$ cat config.mk
export PLATFORM = sky130hd
export DESIGN_NAME = clint_mh_flat
export DESIGN_NICKNAME = d
export VERILOG_FILES = /design/src/rtl/clint_pkg.sv /design/src/rtl/clint_mh_if.sv /design/src/rtl/clint_tick_gen.sv /design/src/rtl/clint_mh.sv /design/src/flat_wrapper.sv
export SDC_FILE = /design/constraint.sdc
export NUM_CORES = 1
export LEC_CHECK = 0
export ABC_AREA = 1
export CORE_UTILIZATION = 45
export CTS_CLUSTER_SIZE = 30
export DETAILED_ROUTE_END_ITERATION = 16
export GPL_ROUTABILITY_DRIVEN = 1
export PLACE_DENSITY = 0.63
export SLEW_MARGIN = 30
export SYNTH_ARGS = -nofsm -noshare
export SYNTH_HDL_FRONTEND = slang
export SYNTH_SLANG_ARGS = --single-unit
$ cat constraint.sdc
create_clock -name clk -period 2.22 [get_ports clk]
set_input_delay 0.333 -clock clk [delete_from_list [all_inputs] [get_ports clk]]
set_output_delay 0.333 -clock clk [all_outputs]
set_load 0.005 [all_outputs]
$ cat src/rtl/clint_pkg.sv
// Shared address map, register-select decode type and small helpers for the
// multi-hart CLINT.
package clint_pkg;

  localparam logic [31:0] MSIP_BASE     = 32'h0000_0000;
  localparam logic [31:0] MTIMECMP_BASE = 32'h0000_4000;
  localparam logic [31:0] MTIMECMP_END  = 32'h0000_8000;
  localparam logic [31:0] MTIME_LO      = 32'h0000_BFF8;
  localparam logic [31:0] MTIME_HI      = 32'h0000_BFFC;

  typedef enum logic [2:0] {
    REG_NONE,
    REG_MSIP,
    REG_CMP_LO,
    REG_CMP_HI,
    REG_MTIME_LO,
    REG_MTIME_HI
  } reg_sel_e;

  // msip slots are one word apart, mtimecmp slots two words apart
  function automatic int unsigned hart_index(input logic [31:0] addr);
    if (addr < MTIMECMP_BASE) return (addr - MSIP_BASE) >> 2;
    return (addr - MTIMECMP_BASE) >> 3;
  endfunction

  function automatic logic [31:0] byte_merge(input logic [31:0] old_val,
                                             input logic [31:0] new_val,
                                             input logic [3:0]  sel);
    logic [31:0] r;
    r = old_val;
    for (int unsigned b = 0; b < 4; b++) begin
      if (sel[b]) r[8*b +: 8] = new_val[8*b +: 8];
    end
    return r;
  endfunction

endpackage

$ cat src/rtl/clint_mh_if.sv
// Wishbone B4 classic bus bundle for the CLINT slave port.
interface clint_mh_if #(parameter int unsigned ADDR_W = 16) ();
  logic              wb_cyc_i;
  logic              wb_stb_i;
  logic              wb_we_i;
  logic [ADDR_W-1:0] wb_adr_i;
  logic [3:0]        wb_sel_i;
  logic [31:0]       wb_dat_i;
  logic [31:0]       wb_dat_o;
  logic              wb_ack_o;

  modport slave (
    input  wb_cyc_i, wb_stb_i, wb_we_i, wb_adr_i, wb_sel_i, wb_dat_i,
    output wb_dat_o, wb_ack_o
  );

  modport master (
    output wb_cyc_i, wb_stb_i, wb_we_i, wb_adr_i, wb_sel_i, wb_dat_i,
    input  wb_dat_o, wb_ack_o
  );
endinterface

$ cat src/rtl/clint_tick_gen.sv
// mtime prescaler: pulses tick once every TICK_DIV clocks (always high when
// TICK_DIV is 1).
module clint_tick_gen #(
  parameter int unsigned TICK_DIV = 1
) (
  input  logic clk,
  input  logic rst_n,
  output logic tick
);

  localparam int unsigned CW = (TICK_DIV > 1) ? $clog2(TICK_DIV) : 1;

  logic [CW-1:0] cnt_q, cnt_d;

  always_comb begin
    tick  = (cnt_q == CW'(TICK_DIV - 1));
    cnt_d = tick ? '0 : cnt_q + CW'(1);
  end

  always_ff @(posedge clk or negedge rst_n) begin
    if (!rst_n) cnt_q <= '0;
    else        cnt_q <= cnt_d;
  end

endmodule

$ cat src/rtl/clint_mh.sv
// Multi-hart CLINT: shared prescaled 64-bit mtime, per-hart msip and mtimecmp,
// Wishbone classic slave with a registered single-cycle ack.
module clint_mh
  import clint_pkg::*;
#(
  parameter int unsigned NUM_HARTS = 2,
  parameter int unsigned TICK_DIV  = 1,
  parameter int unsigned ADDR_W    = 16
) (
  input  logic                 clk,
  input  logic                 rst_n,
  clint_mh_if.slave            bus,
  output logic [NUM_HARTS-1:0] software_int,
  output logic [NUM_HARTS-1:0] timer_int
);

  localparam int unsigned HW = (NUM_HARTS > 1) ? $clog2(NUM_HARTS) : 1;

  logic                       tick;
  logic                       req, wr_en;
  logic [31:0]                adr;
  int unsigned                hart;
  logic [HW-1:0]              hidx;
  reg_sel_e                   rsel;
  logic [31:0]                rd;
  logic [63:0]                mtime_q, mtime_d;
  logic                       ack_q, ack_d;
  logic [31:0]                dat_q, dat_d;
  logic [NUM_HARTS-1:0]       msip_all;
  logic [NUM_HARTS-1:0][63:0] cmp_all;

  clint_tick_gen #(.TICK_DIV(TICK_DIV)) u_tick (
    .clk   (clk),
    .rst_n (rst_n),
    .tick  (tick)
  );

  assign req   = bus.wb_cyc_i & bus.wb_stb_i & ~ack_q;
  assign wr_en = req & bus.wb_we_i;

  always_comb begin
    adr  = 32'(bus.wb_adr_i[ADDR_W-1:0]) & ~32'h3;
    hart = hart_index(adr);
    hidx = HW'(hart);
    rsel = REG_NONE;
    if (adr < MTIMECMP_BASE) begin
      if (hart < NUM_HARTS) rsel = REG_MSIP;
    end else if (adr < MTIMECMP_END) begin
      if (hart < NUM_HARTS) rsel = adr[2] ? REG_CMP_HI : REG_CMP_LO;
    end else if (adr == MTIME_LO) begin
      rsel = REG_MTIME_LO;
    end else if (adr == MTIME_HI) begin
      rsel = REG_MTIME_HI;
    end
  end

  // Bus-written bytes override the incremented value; unwritten bytes keep it,
  // so a carry out of the low word still reaches an unwritten high word.
  always_comb begin
    mtime_d = mtime_q + 64'(tick);
    if (wr_en && rsel == REG_MTIME_LO)
      mtime_d[31:0]  = byte_merge(mtime_d[31:0], bus.wb_dat_i, bus.wb_sel_i);
    if (wr_en && rsel == REG_MTIME_HI)
      mtime_d[63:32] = byte_merge(mtime_d[63:32], bus.wb_dat_i, bus.wb_sel_i);
  end

  for (genvar h = 0; h < NUM_HARTS; h++) begin : g_hart
    logic        msip_q, msip_d;
    logic        ti_q, ti_d;
    logic [63:0] cmp_q, cmp_d;

    always_comb begin
      msip_d = msip_q;
      cmp_d  = cmp_q;
      if (wr_en && hidx == HW'(h)) begin
        case (rsel)
          REG_MSIP:   if (bus.wb_sel_i[0]) msip_d = bus.wb_dat_i[0];
          REG_CMP_LO: cmp_d[31:0]  = byte_merge(cmp_q[31:0],  bus.wb_dat_i, bus.wb_sel_i);
          REG_CMP_HI: cmp_d[63:32] = byte_merge(cmp_q[63:32], bus.wb_dat_i, bus.wb_sel_i);
          default:    ;
        endcase
      end
      ti_d = (mtime_q >= cmp_q);
    end

    always_ff @(posedge clk or negedge rst_n) begin
      if (!rst_n) begin
        msip_q <= 1'b0;
        cmp_q  <= '1;
        ti_q   <= 1'b0;
      end else begin
        msip_q <= msip_d;
        cmp_q  <= cmp_d;
        ti_q   <= ti_d;
      end
    end

    assign software_int[h] = msip_q;
    assign timer_int[h]    = ti_q;
    assign msip_all[h]     = msip_q;
    assign cmp_all[h]      = cmp_q;
  end

  always_comb begin
    rd = '0;
    case (rsel)
      REG_MSIP:     rd = {31'b0, msip_all[hidx]};
      REG_CMP_LO:   rd = cmp_all[hidx][31:0];
      REG_CMP_HI:   rd = cmp_all[hidx][63:32];
      REG_MTIME_LO: rd = mtime_q[31:0];
      REG_MTIME_HI: rd = mtime_q[63:32];
      default:      rd = '0;
    endcase
    ack_d = req;
    dat_d = req ? rd : '0;
  end

  always_ff @(posedge clk or negedge rst_n) begin
    if (!rst_n) begin
      mtime_q <= '0;
      ack_q   <= 1'b0;
      dat_q   <= '0;
    end else begin
      mtime_q <= mtime_d;
      ack_q   <= ack_d;
      dat_q   <= dat_d;
    end
  end

  assign bus.wb_ack_o = ack_q;
  assign bus.wb_dat_o = dat_q;

endmodule
$ cat src/flat_wrapper.sv
// flat-port wrapper written by rule: the top's interface ports become plain ports
module clint_mh_flat import clint_pkg::*;
#(
  parameter int unsigned NUM_HARTS = 2,
  parameter int unsigned TICK_DIV  = 1,
  parameter int unsigned ADDR_W    = 16
)
  (clk, rst_n, software_int, timer_int, bus_wb_cyc_i, bus_wb_stb_i, bus_wb_we_i, bus_wb_adr_i, bus_wb_sel_i, bus_wb_dat_i, bus_wb_dat_o, bus_wb_ack_o);
  clint_mh_if #(.ADDR_W(ADDR_W)) bus_i ();
  input  logic clk;
  input  logic rst_n;
  output logic [NUM_HARTS-1:0] software_int;
  output logic [NUM_HARTS-1:0] timer_int;
  input wire logic [$bits(bus_i.wb_cyc_i)-1:0] bus_wb_cyc_i;
  input wire logic [$bits(bus_i.wb_stb_i)-1:0] bus_wb_stb_i;
  input wire logic [$bits(bus_i.wb_we_i)-1:0] bus_wb_we_i;
  input wire logic [$bits(bus_i.wb_adr_i)-1:0] bus_wb_adr_i;
  input wire logic [$bits(bus_i.wb_sel_i)-1:0] bus_wb_sel_i;
  input wire logic [$bits(bus_i.wb_dat_i)-1:0] bus_wb_dat_i;
  output wire logic [$bits(bus_i.wb_dat_o)-1:0] bus_wb_dat_o;
  output wire logic [$bits(bus_i.wb_ack_o)-1:0] bus_wb_ack_o;
  assign bus_i.wb_cyc_i = bus_wb_cyc_i;
  assign bus_i.wb_stb_i = bus_wb_stb_i;
  assign bus_i.wb_we_i = bus_wb_we_i;
  assign bus_i.wb_adr_i = bus_wb_adr_i;
  assign bus_i.wb_sel_i = bus_wb_sel_i;
  assign bus_i.wb_dat_i = bus_wb_dat_i;
  assign bus_wb_dat_o = bus_i.wb_dat_o;
  assign bus_wb_ack_o = bus_i.wb_ack_o;
  clint_mh #(.NUM_HARTS(NUM_HARTS), .TICK_DIV(TICK_DIV), .ADDR_W(ADDR_W)) u_core (.clk(clk), .rst_n(rst_n), .bus(bus_i), .software_int(software_int), .timer_int(timer_int));
endmodule
=== Word level (Yosys, flattened, before mapping) ===
Cells that the tools add are included.

* $add $sub $neg: 3
* Magnitude comparators: 6
* Eq/ne operators: 7
* Muxes and demuxes: 27
* Bitwise logic cells: 6
* Reductions and logical operators: 22

{| class="wikitable"
|+ Operator list
! cell !! number
|-
| case mux 32 bit (5 select lines) || 1
|-
| greater-or-equal comparator 64 bit || 2
|-
| two-way mux 32 bit || 4
|-
| two-way mux 64 bit || 2
|-
| adder 64 x 1 -> 64 bit || 1
|-
| two-way mux 8 bit || 8
|-
| AND reduction 3 bit || 18
|-
| less-than comparator 32 x 2 -> 1 bit, second input constant || 1
|-
| equality test 14 bit, second input constant || 2
|-
| subtractor 16 x 15 -> 17 bit, second input constant || 1
|-
| less-than comparator 16 x 15 -> 1 bit, second input constant || 1
|-
| less-than comparator 16 bit, second input constant || 1
|-
| two-way mux 3 bit || 5
|-
| two-way mux 14 bit || 1
|-
| equality test 3 x 2 -> 1 bit, second input constant || 2
|-
| equality test 3 bit, second input constant || 2
|-
| two-way mux 1 bit || 6
|-
| logical AND 1 bit || 4
|-
| AND 1 bit || 3
|-
| equality test 3 x 1 -> 1 bit, second input constant || 1
|-
| inverter 1 bit || 3
|-
| less-than comparator 1 x 2 -> 1 bit, second input constant || 1
|-
| adder 1 bit, second input constant || 1
|}

* Register bits after elaboration: 230
* Output and inout port bits: 37
* Logic and storage cells: 95

=== Longest topological paths before layout ===
Gate-level depths: netlist of the first run.

* Depth after elaboration: 10
* Gate-level depth with buffers: 14
* Depth with buffers taken out: 14

=== Hierarchy ===
A second synthesis of the first run with hierarchy kept.

* Cells, all modules: 2191
* Area, all modules: 15596.2 µm²

{| class="wikitable"
|+ Modules (own cells, without submodules)
! module !! instances !! cells each !! area each (µm²)
|-
| clint_mh || 1 || 2189 || 15584.9
|-
| clint_tick_gen || 1 || 2 || 11.3
|}

=== Least setup slack after synthesis of the first run ===
No wires, ideal clock.

* Path type: register to register
* Start point: register u_core.mtime_q[0]
* End point: register u_core.mtime_q[62]
* Library setup time: 0.113 ns
* Arrival time: 1.640 ns
* Setup slack: 0.467 ns
* Cell stages (with the launch flop): 9
* Path buffers: 0
* Cells stage by stage: dfrtp_1 ha_1 nand3_1 nor3_1 nand2_1 o21ai_0 nand3_1 nand2_1 inv_1

* Word-level cells in the longest chain between the ends: 3

{| class="wikitable"
|+ Ends and longest elaborated chain
! element !! line !! RTL
|-
| start, declared || clint_mh.sv:26 || <nowiki>logic [63:0] mtime_q, mtime_d;</nowiki>
|-
| start signal, assigned || clint_mh.sv:124 || <nowiki>mtime_q <= mtime_d;</nowiki>
|-
| adder 64 x 1 -> 64 bit * || clint_mh.sv:60 || <nowiki>mtime_d = mtime_q + 64'(tick);</nowiki>
|-
| two-way mux 8 bit || clint_pkg.sv:32 || <nowiki>if (sel[b]) r[8*b +: 8] = new_val[8*b +: 8];</nowiki>
|-
| two-way mux 32 bit * || clint_mh.sv:63 || <nowiki>if (wr_en && rsel == REG_MTIME_HI)</nowiki>
|-
| via u_core.mtime_d[62] || clint_mh.sv:26 ||
|}

The timed path passes the listed nets; every way through them passes the cells marked *.
A chain may end at the register's enable or synchronous reset.

=== Worst setup path in the final report of the first run ===
* Start point: register u_core.mtime_q[22]
* End point: register u_core.mtime_q[24]

* Word-level cells in the longest chain between the ends: 3

{| class="wikitable"
|+ Ends and longest elaborated chain
! element !! line !! RTL
|-
| adder 64 x 1 -> 64 bit * || clint_mh.sv:60 ||
|-
| two-way mux 8 bit || clint_pkg.sv:32 ||
|-
| two-way mux 32 bit * || clint_mh.sv:61 || <nowiki>if (wr_en && rsel == REG_MTIME_LO)</nowiki>
|-
| via u_core.mtime_d[24] || clint_mh.sv:26 ||
|}

Marks and branches as above.

==> results_dict.tcl, run 1 <==
set metrics [dict create \
    syn_nets 2341 \
    max-cap-violations 0 \
    status "finished clean" \
    clkSinkCount 229 \
    wl_um 53000 \
    avgViaCountPerCell 5.29 \
    postPlaceCellArea_um2 17900 \
    synthArstFlopShare 1.00 \
    ys_seq_area_frac 0.378 \
    powerDensity_nw_per_um2 497 \
    drt-initial-drc-count 1092 \
    route.detailed.drc 0 \
    dp_hpwl_um 41600 \
    path_class "flop to flop" \
    cts_tree "done" \
    final_nets 2523 \
    grt_pass1_vias 14128 \
    drive_gt1_frac 0.145 \
    clockRootBuffer "clkbuf_16" \
    rsz0062_at_grt "false" \
    cellLeakagePower_nw 8.04 \
    worst_setup_path_start_kind "flop" \
    fin_ws_ns 0.0901 \
    p_int_w 0.00719 \
    wl_per_cell_um 18.9 \
    whs_ns 0.263 \
    ant_nets 0 \
    synth_area_um2 15600 \
    slew_headroom 0.446 \
    cts_max_level 1 \
    numPortBuffers 91 \
    syn_inst 2155 \
    crit_fanout 5 \
    die_w_um 188 \
    clkTransAtPathRegs_ns 0.06 \
    cp.arrival_ns 2.59 \
    grt_max_degree 68 \
    cp_data_required_time_ns 2.68 \
    ys_ff_latch 229 \
    antenna_cells 0 \
    ys_top_cells_by_area "dfstp_2, dfrtp_1, nand2_1, ha_1, o21ai_0" \
    grt_use_total 0.305 \
    final_util 0.562 \
    hold_path.class "primary input to async pin" \
    yosysTopAreaCell "dfstp_2" \
    cts-buffers-inserted 28 \
    core-area_um2 33800 \
    die_area_um2 35400 \
    p_switching_w 0.00225 \
    p_clk_frac 0.495 \
    hold_viol_final 0 \
    setup_viol 0 \
    switching_share 0.238 \
    gp_congestion 0.991 \
    clock_skew_ns 0.0123 \
    p_seq_frac 0.448 \
    grt_remaining_overflow 0 \
    syn_to_final_growth_pct 21.8 \
    yosys_warnings 0 \
    min_period_ns 2.13 \
    grt_pass1_wl_um 82700 \
    synth_edf_count 0 \
    final_area_um2 19000 \
    start_util 0.462 \
    place_ws_ns -0.337 \
    worstSkewPairLatency_ns 0.57 \
    worst_pin_slew_ns 0.830 \
    ios 94 \
    first_pass_iters 5 \
    synth-main-ff-cell "dfstp_2" \
    die_h_um 188 \
    setup-tns-final_ns 0 \
    vdd_drop_max_uv 622 \
    crit_path_end_kind "flop" \
    rows 67 \
    drv_slew 0 \
    fmax_ghz 0.470 \
    fin_crit_sh 0.959 \
    cts_buffer_depth 3 \
    vias 14840 \
    ys_types 40 \
    avgSynthCellArea_um2 7.23 \
    yosysTopAreaCellShare 0.216 \
    antenna_found_initial 0 \
    power_frac_comb 0.057 \
]
final timing paths:
path                                            start                    endpoint  slack (ns)  depth (start not counted)
max reg2reg                        u_core.mtime_q[22]          u_core.mtime_q[24]        0.09                          8
min in group clk                     bus_wb_dat_i[28]          u_core.mtime_q[60]        0.33                          3
max                                u_core.mtime_q[22]          u_core.mtime_q[24]        0.09                          8
min reg2reg                u_core.g_hart[1].cmp_q[36]  u_core.g_hart[1].cmp_q[36]        0.48                          2
min                                             rst_n      u_core.bus.wb_dat_o[9]        0.26                          2
max in group asynchronous                       rst_n  u_core.g_hart[1].cmp_q[46]        1.17                          3
cells in the final DEF (no fill, tap or decap), drive strengths merged, types with 3 or more instances in the layout:
master and instances:
a21oi 105, and2 17, and3 3, buf 123, clkbuf 45, clkdlybuf4s50 90, clkinv 7, dfrtp 101
dfstp 128, ha 129, inv 284, nand2 664, nand3 98, nand4 40, nor2 159, nor3 34
nor4 3, o21a 8, o21ai 268, o21bai 4, xnor2 11, xor2 33
flip-flops by register name, summed over array words and instances (netlist names):
name	count
u_core.g_hart.cmp_q	128
u_core.mtime_q	64
u_core.bus.wb_dat_o	32
u_core.g_hart.msip_q	2
u_core.g_hart.ti_q	2
u_core.bus.wb_ack_o	1
power groups by stage:
stage	combinational [W]	sequential (W)	clock (W)
2_1_floorplan	0.000181	0.00429	0
3_3_place_gp	0.000528	0.00429	0
3_5_place_dp	0.000534	0.00430	0
4_1_cts	0.000539	0.00423	0.00474
5_1_grt	0.000593	0.00423	0.00490
6_report	0.000535	0.00423	0.00467
critical path, stage by stage (launching register included):
cell and delay [ns]:
dfrtp_1 0.50, nand2_1 0.24, nor3_1 0.33, nand2_1 0.14, nor2_1 0.21, nand2_1 0.21
xnor2_1 0.18, o21ai_0 0.15, inv_1 0.05
metal layers:
metal,GRT usage,vias up,share of wire
met4,0.0779,0,0.025
li1,-,7313,-
met3,0.0286,67,0.055
met1,0.452,7032,0.48
met5,0,-,0
met2,0.474,428,0.44
cells by family after synthesis:
kind of cell | Yosys count | synth area share
AO/OA/AOI/OAI | 385 | 0.126
XOR/XNOR | 44 | 0.0247
adder cells (fa/ha/maj) | 129 | 0.104
buffers and inverters | 347 | 0.0919
flip-flops | 229 | 0.378
AND/OR/NAND/NOR | 1021 | 0.276
timing repair:
item,in CTS,in global routing
resized for setup,5,19
buffers inserted,0,1
endpoints found under the hold margin,27,0
pin swaps,0,2
endpoints found under the setup margin,1,5
hold buffers,1,0
final cells by class:
type,instances,area (um^2)
repair buffers,214,2150
flip-flops and latches,229,5900
inverters,285,1070
fillers,3270,14800
well taps,448,561
clock buffers,45,876
multi-input cells,1579,8370
clock inverters,7,63.8
through the flow:
step | total power (W) | std cells
2_1_floorplan | 0.00447 | 2155
3_3_place_gp | 0.00482 | 2753
3_5_place_dp | 0.00483 | 2753
4_1_cts | 0.00951 | 2806
5_1_grt | 0.00973 | 2807
6_report | 0.00944 | 2807
synth_stat cells, types with 7 or more instances:
cell type	number
nand2_1	659
buf_2	21
o21ai_0	233
a21oi_1	104
and2_1	17
dfrtp_1	101
buf_6	7
xnor2_1	11
nor2_1	151
nor3_1	32
nand4_1	40
clkbuf_1	27
inv_1	281
xor2_1	33
ha_1	129
nand3_1	91
o21ai_1	34
o21a_1	8
dfstp_2	128
(Power assumes the default switching activity.)
==> run 2: changes to the inputs <==
--- a/config.mk
+++ b/config.mk
@@ -11,6 +11,7 @@
 export DETAILED_ROUTE_END_ITERATION = 16
 export GPL_ROUTABILITY_DRIVEN = 1
 export PLACE_DENSITY = 0.63
+export RECOVER_POWER = 100
 export SLEW_MARGIN = 30
 export SYNTH_ARGS = -nofsm -noshare
 export SYNTH_HDL_FRONTEND = slang
==> run 2 against run 1 <==
  * First-iteration DRC count fell by 0.64%
  * Global-route usage stayed put
  * Critical path depth unchanged
  * Worst setup slack got worse by 0.0036 ns
  * Via count increased by 0.11%
  * Wire length hardly changed
  * Non-clock buffer count did not move
  * Register-to-register slack about the same
  * Clock skew rose by 0.0023 ns
  * Flip-flop and latch count unchanged
  * Sequential power about the same
  * Critical path type unchanged
  * Largest power group unchanged
==> results_dict.tcl, run 2 (synthesis results as in run 1) <==
set metrics [dict create \
    status "finished clean" \
    hold_viol_final 0 \
    clock_skew_ns 0.0146 \
    hold_path.class "primary input to flop" \
    final_nets 2523 \
    worstPathCellList "inv_1 -> ha_1 -> nand2_1 -> o21ai_0 -> a21oi_1 -> nand2_1 -> a21oi_1 -> nand3_2" \
    gr-usage-met3 0.0286 \
    ant_nets 0 \
    drt-initial-drc-count 1085 \
    drv_slew 0 \
    slew_headroom 0.129 \
    met1_usage 0.452 \
    cp_data_required_time_ns 2.66 \
    clkTransAtPathRegs_ns 0.07 \
    drive_gt1_frac 0.136 \
    grt_pass1_vias 14128 \
    worstSkewPairLatency_ns 0.57 \
    die_w_um 188 \
    crit_fanout 2 \
    path_class "flop to flop" \
    cp_slowest_cell "dfstp_2" \
    final_common_cell "nand2_1" \
    clockRootBuffer "clkbuf_16" \
    fmax_ghz 0.469 \
    clkSinkCount 229 \
    grt_pass1_wl_um 82700 \
    gp_congestion 0.991 \
    start_util 0.462 \
    fin_crit_sh 0.961 \
    cts_buffer_depth 3 \
    final_util 0.555 \
    grt_busiest_layer "met2" \
    max-cap-violations 0 \
    wl_um 53000 \
    grt_use_total 0.305 \
    cts_max_level 1 \
    cts-buffers-inserted 28 \
    rsz0062_at_grt "false" \
    use_met2 0.474 \
    core-area_um2 33800 \
    avgViaCountPerCell 5.29 \
    cts_tree "done" \
    wl_per_cell_um 18.9 \
    largest_reg_flops 128 \
    vias 14856 \
    crit_path_end_kind "flop" \
    setup-tns-final_ns 0 \
    worst_setup_path_start_kind "flop" \
    numPortBuffers 91 \
    dp_hpwl_um 41600 \
    grt_remaining_overflow 0 \
    route.detailed.drc 0 \
    die_area_um2 35400 \
    rows 67 \
    powerDensity_nw_per_um2 502 \
    cellLeakagePower_nw 8.02 \
    slowest_delay_ns 0.53 \
    cp.arrival_ns 2.57 \
    antenna_found_initial 0 \
    top_register "u_core.g_hart.cmp_q" \
    min_period_ns 2.13 \
    grt_max_degree 68 \
    ios 94 \
    die_h_um 188 \
    syn_to_final_growth_pct 20.2 \
    final_cell_mix "nand2_1, inv_1, o21ai_0" \
    vdd_drop_max_uv 629 \
    worst_pin_slew_ns 1.31 \
    setup_viol 0 \
    first_pass_iters 6 \
]
[run 2: final timing paths]
kind | slack (ns) | to | cells after the start | start
setup reg to reg | 0.09 | u_core.g_hart[1].ti_q | 8 | u_core.g_hart[1].cmp_q[63]
hold / removal | 0.33 | u_core.mtime_q[60] | 3 | bus_wb_dat_i[28]
min in group asynchronous | 0.59 | u_core.bus.wb_dat_o[9] | 2 | rst_n
hold reg to reg | 0.48 | u_core.g_hart[1].cmp_q[37] | 2 | u_core.g_hart[1].cmp_q[37]
setup / recovery | 0.09 | u_core.g_hart[1].ti_q | 8 | u_core.g_hart[1].cmp_q[63]
max in group asynchronous | 0.43 | u_core.mtime_q[5] | 3 | rst_n
[run 2: critical path, delay by kind of cell (launching register included)]
| kind | cells | cell delay (ns) |
|---|---|---|
| AOI/OAI and AO/OA | 3 | 0.73 |
| adders and majority gates | 1 | 0.31 |
| buffers and inverters | 1 | 0.05 |
| DFF | 1 | 0.53 |
| and+or+nand+nor | 3 | 0.39 |
[run 2: layout make-up]
class	count	area, um^2
Fill cell	3307	15000
Multi-Input combinational cell	1579	8280
Sequential cell	229	5900
Timing Repair Buffer	214	2000
Inverter	285	1070
Clock buffer	45	876
Tap cell	448	561
Clock inverter	7	63.8
Antenna cell	1	2.50
[run 2: through the flow]
stage | worst slack [ns] | total power [W] | std cells | cell area [um^2] | hold WS, ns
2_1_floorplan | 0.467 | 0.00447 | 2155 | 15600 | 0.0374
3_3_place_gp | -0.301 | 0.00482 | 2753 | 17900 | 0.267
3_5_place_dp | -0.337 | 0.00483 | 2753 | 17900 | 0.268
4_1_cts | 0.0387 | 0.00951 | 2806 | 18900 | 0.276
5_1_grt | 0.00262 | 0.00971 | 2807 | 18700 | 0.362
6_report | 0.0865 | 0.00942 | 2808 | 18700 | 0.327
[run 2: power by group]
group          internal (W)  switching [W]  leakage, nW
registers           0.00420      0.0000308         2.62
logic              0.000187       0.000335         4.94
clock network       0.00280        0.00187        0.468
[run 2: routing by layer]
layer  vias to the layer above  wire [um]  part of all wire
met4                         0       1400             0.026
li1                       7317          -                 -
met5                         -          0                 0
met3                        73       2850             0.054
met2                       454      23500              0.44
met1                      7012      25300              0.48
[run 2: what timing repair did]
action | in CTS | in global routing
resized for setup | 5 | 19
pin swaps | 0 | 2
endpoints found under the setup margin | 1 | 5
buffers inserted | 0 | 1
cloned | 0 | 0
endpoints found under the hold margin | 27 | 0
hold buffers | 1 | 0
==> run 3: changes to the inputs <==
--- a/config.mk
+++ b/config.mk
@@ -6,6 +6,7 @@
 export NUM_CORES = 1
 export LEC_CHECK = 0
 export ABC_AREA = 1
+export CAP_MARGIN = 20
 export CORE_UTILIZATION = 45
 export CTS_CLUSTER_SIZE = 30
 export DETAILED_ROUTE_END_ITERATION = 16
==> results of run 3 <==
Same layout as run 2: the final DEF is identical, and so are final timing and power.
